--- src/rtl/ram_port_arbiter.sv ---
// Round-robin arbiter sharing one registered-read RAM between two requesters,
// with an owner lock for atomic read-modify-write and an idle timeout on that lock.
module ram_port_arbiter #(
    parameter int unsigned ADDR_W       = 8,
    parameter int unsigned DATA_W       = 32,
    parameter int unsigned LOCK_TIMEOUT = 16
) (
    input  logic              clock,
    input  logic              reset_n,
    input  logic [1:0]        req_valid,
    output logic [1:0]        req_ready,
    input  logic [1:0]        req_write,
    input  logic [1:0]        req_lock,
    input  logic [ADDR_W-1:0] req_addr0,
    input  logic [ADDR_W-1:0] req_addr1,
    input  logic [DATA_W-1:0] req_wdata0,
    input  logic [DATA_W-1:0] req_wdata1,
    output logic [1:0]        rsp_valid,
    output logic [DATA_W-1:0] rsp_data,
    output logic [ADDR_W-1:0] ram_read_address,
    input  logic [DATA_W-1:0] ram_read_data,
    output logic [ADDR_W-1:0] ram_write_address,
    output logic [DATA_W-1:0] ram_write_data,
    output logic              ram_write_enable
);

    logic       prio_q, prio_d;
    logic       locked_q, locked_d;
    logic       owner_q, owner_d;
    logic [7:0] idle_cnt_q, idle_cnt_d;
    logic [1:0] rd_pend_q, rd_pend_d;

    logic [1:0]        gnt;
    logic              gnt_idx;
    logic              xfer;
    logic              gnt_write;
    logic [ADDR_W-1:0] sel_addr;
    logic [DATA_W-1:0] sel_wdata;
    logic [7:0]        idle_inc;

    // Grant is forced to zero during reset so no RAM access leaks out.
    always_comb begin
        gnt = 2'b00;
        if (locked_q) begin
            gnt[owner_q] = req_valid[owner_q];
        end else if (req_valid == 2'b11) begin
            gnt[prio_q] = 1'b1;
        end else begin
            gnt = req_valid;
        end
        if (!reset_n) begin
            gnt = 2'b00;
        end
    end

    assign gnt_idx   = gnt[1];
    assign xfer      = |gnt;
    assign gnt_write = req_write[gnt_idx];
    assign sel_addr  = gnt_idx ? req_addr1 : req_addr0;
    assign sel_wdata = gnt_idx ? req_wdata1 : req_wdata0;
    assign idle_inc  = idle_cnt_q + 8'd1;

    always_comb begin
        req_ready         = gnt;
        ram_write_enable  = 1'b0;
        ram_write_address = '0;
        ram_write_data    = '0;
        ram_read_address  = '0;
        if (xfer) begin
            if (gnt_write) begin
                ram_write_enable  = 1'b1;
                ram_write_address = sel_addr;
                ram_write_data    = sel_wdata;
            end else begin
                ram_read_address = sel_addr;
            end
        end
    end

    assign rsp_valid = rd_pend_q;
    assign rsp_data  = ram_read_data;

    always_comb begin
        prio_d     = prio_q;
        locked_d   = locked_q;
        owner_d    = owner_q;
        idle_cnt_d = idle_cnt_q;
        rd_pend_d  = 2'b00;
        if (xfer) begin
            prio_d = ~gnt_idx;
            if (!gnt_write) begin
                rd_pend_d = gnt;
            end
            // While locked only the owner can transfer, so any transfer here is the owner's.
            if (req_lock[gnt_idx]) begin
                locked_d   = 1'b1;
                owner_d    = gnt_idx;
                idle_cnt_d = 8'd0;
            end else if (locked_q) begin
                locked_d   = 1'b0;
                idle_cnt_d = 8'd0;
            end
        end else if (locked_q) begin
            if (idle_inc == 8'(LOCK_TIMEOUT)) begin
                locked_d   = 1'b0;
                idle_cnt_d = 8'd0;
            end else begin
                idle_cnt_d = idle_inc;
            end
        end
    end

    always_ff @(posedge clock or negedge reset_n) begin
        if (!reset_n) begin
            prio_q     <= 1'b0;
            locked_q   <= 1'b0;
            owner_q    <= 1'b0;
            idle_cnt_q <= 8'd0;
            rd_pend_q  <= 2'b00;
        end else begin
            prio_q     <= prio_d;
            locked_q   <= locked_d;
            owner_q    <= owner_d;
            idle_cnt_q <= idle_cnt_d;
            rd_pend_q  <= rd_pend_d;
        end
    end

endmodule

--- config.mk ---
export PLATFORM = sky130hd
export DESIGN_NAME = ram_port_arbiter
export DESIGN_NICKNAME = d
export VERILOG_FILES = /design/src/rtl/ram_port_arbiter.sv
export SDC_FILE = /design/constraint.sdc
export NUM_CORES = 1
export LEC_CHECK = 0
export ABC_AREA = 1
export CORE_MARGIN = 2
export CORE_UTILIZATION = 29
export CTS_CLUSTER_SIZE = 40
export DETAILED_ROUTE_END_ITERATION = 8
export PLACE_DENSITY = 0.82
export SLEW_MARGIN = 20
export SYNTH_ARGS = -nofsm -noshare
export SYNTH_HDL_FRONTEND = slang
export SYNTH_SLANG_ARGS = --single-unit
--- constraint.sdc ---
create_clock -name clock -period 2.6 [get_ports clock]
set_input_delay 0.78 -clock clock [delete_from_list [all_inputs] [get_ports clock]]
set_output_delay 0.78 -clock clock [all_outputs]
set_load 0.02 [all_outputs]
==> results.md, run 1 <==
* GRT Resource Usage Total at 0.190
* First-pass GRT wire length at 11500 um
* Port bufs at 140
* FP Rows at 29
* Post-DP HPWL at 5300 um
* R2R depth at 10
* Largest net degree at the start of global routing at 19
* Relative slew slack at 0.834
* Crit end category: output port
* Vias in the first global route at 2544
* TritonRoute pass-1 iters at 4
* WL final at 7940 um
* Lkg Pwr at 2.04 nW
* Worst r2r src: locked_q
* Pre-CTS setup slack at -1230 ps
* Clock latency at the later pin of the worst-skew pair at 240 ps
* Top Ports at 205
* Max Slew Vio Count at 0
* Via count at 2623
* RSZ-0062 raised after global routing: yes
* Fin area at 4050 um2
* Slack of the critical path at -219 ps
* Initial antenna violation count at 0
* Clk slew on worst S/H paths at 60 ps
* Flop-to-flop setup slack at 990 ps
* Worst-Margin Slew at 248 ps
* Post-Syn Area at 1960 um2
* NumNets Final at 609
* Initial Util at 0.305
* CTS root buffer: clkbuf_8
* Share of layout cells above drive strength 1 at 0.395
* Sequential area share after synthesis at 0.166
* Yosys cell types at 22
* Reg2reg end: idle_cnt_q[3]
* Vias/cell at 4.66
* Final hold viol count at 0
* Leading area contributor after synthesis: nand2_1
* Commonest non-fill, non-tap cell in the layout: nand2_1
* Number of buffers created by CTS at 3
* RePlAce Congestion at 0.818
* Crit path max fanout at 7
* Hold Crit Class: in2async
* P&R area growth vs syn at 107%
* Arr. time, crit path at 2040 ps
* CTS max path bufs at 2
* Core Box Area at 6420 um2
* GRT overflow at 0
* Critical Path End: ram_write_data[6]
* Initial DRC Count at 90
* Clock Skews at 4.47 ps
* CTS Sinks at 13
* Drt wl/cell at 14.1 um
* Cells after Synth at 357
* Status: finished, violations left
* Max VDD drop at 0.269 mV
* Synth Register Bits at 13
* Synth Warn # at 0
* Violated checks: setup timing
* Pwr/cell area at 553 nW/um2
* Placed cell area at 3280 um2
* Final Critical Period at 2820 ps
* H-tree depth at 1
* Max_cap viols at 0
* Post-DRT Antenna Nets at 0
* Residual DRC at 0
* Synth Net Count at 479
* Setup violators final at 49
* Syn_area_per_cell at 5.48 um2
* Commonest cells after routing, fill and taps aside: nand2_1, clkdlybuf4s50_1, buf_6, inv_1, buf_4
* Chip width at 86.2 um
* CTS tree: built
* CP required at 1820 ps
* Critical path origin: reset_n
* Fmax at 0.355 GHz
* Crit path kind: in2out
* Final hold slack at 431 ps
* Final cycle utilization of the critical path at 1.08
* Area contributors post-synth: nand2_1, dfrtp_1, buf_4
* Post-synth top area share at 0.268
* Power Total at 2.24 mW
* Number of diodes at 0
* Die area at 7430 um2
* Critical path launch point type: input pin
* Die Ht at 86.2 um
repair_timing:
item / in CTS / in global routing
hold buffers: 0 / 0
endpoints found under the hold margin: 0 / 0
buffers inserted: 10 / 2
endpoints found under the setup margin: 51 / 51
pin swaps: 23 / 41
resized for setup: 362 / 104
cloned: 6 / 1
where the power goes:
group	total, mW	switching [mW]	internal, mW
clock network	0.182	0.0739	0.108
logic	1.76	0.928	0.831
registers	0.300	0.0531	0.247
layer usage:
| metal | global-route usage | share of wire | vias to the layer above |
|---|---|---|---|
| met1 | 0.195 | 0.34 | 1184 |
| met5 | 0 | 0 | - |
| met3 | 0.0419 | 0.083 | 21 |
| met4 | 0.0526 | 0.026 | 0 |
| met2 | 0.380 | 0.55 | 143 |
| li1 | - | - | 1275 |
worst min path at each step:
stage	from	end	slack [ps]	depth (start not counted)
4_1_cts	reset_n	rsp_valid[1]	430	2
3_3_place_gp	owner_q	owner_q	480	2
3_5_place_dp	owner_q	owner_q	500	2
2_1_floorplan	owner_q	owner_q	460	2
5_1_grt	reset_n	prio_q	440	2
6_report	reset_n	prio_q	430	2
synth_stat cells:
library cell  instances
ha_1                  2
buf_4                32
buf_2                 4
nand4_1               3
dfrtp_1              13
nand2_1             140
o21ai_1               5
nor2_1               55
inv_4                 1
o21ai_2               4
buf_6                10
a21oi_1               3
nand3_1              14
inv_2                 2
nand3_4               1
or2_0                 4
nand2_2               4
or2_2                 4
nand3b_1              2
inv_1                50
o21ai_0               2
nand3_2               2
cells by family (layout without fill, tap and decap cells):
group                      count (synthesis)  count (layout)  synth area share
DFF                                       13              13             0.166
adders and majority gates                  2               2            0.0128
buffers and inverters                     99             228             0.293
AOI/OAI and AO/OA                         14              14            0.0434
and+or+nand+nor                          229             229             0.484
worst max-delay path, cell delays in order:
cell,delay [ps]
buf_8,80
nand2_4,40
a21oi_4,140
nand2_4,130
nand2_4,90
o21ai_4,60
inv_2,110
nand2_8,90
buf_12,140
buf_16,150
nor2_4,90
buf_6,120
registers in the layout (all words and copies together) (netlist names):
name / flops
idle_cnt_q: 8
owner_q: 1
rsp_valid: 2
locked_q: 1
prio_q: 1
metrics by stage:
stage               cells  utilization  setup TNS [ps]
finish                563        0.631           -6910
global route          563        0.631           -9780
CTS                   564        0.595           -7490
detailed placement    544        0.510          -56230
global placement      544        0.510          -53510
floorplan             357            -            -643
final cells by class:
cell class,instances,area [um2]
fillers,578,2370
repair buffers,171,1840
multi-input cells,245,1530
flip-flops and latches,13,325
inverters,53,215
well taps,77,96.3
clock buffers,4,45.0
Power figures use the tool's default switching activity.
==> run 2: changes to the inputs <==
- HOLD_SLACK_MARGIN: unset -> 0.02
==> results of run 2 <==
No change in the layout: final DEF, timing and power equal those of run 1.
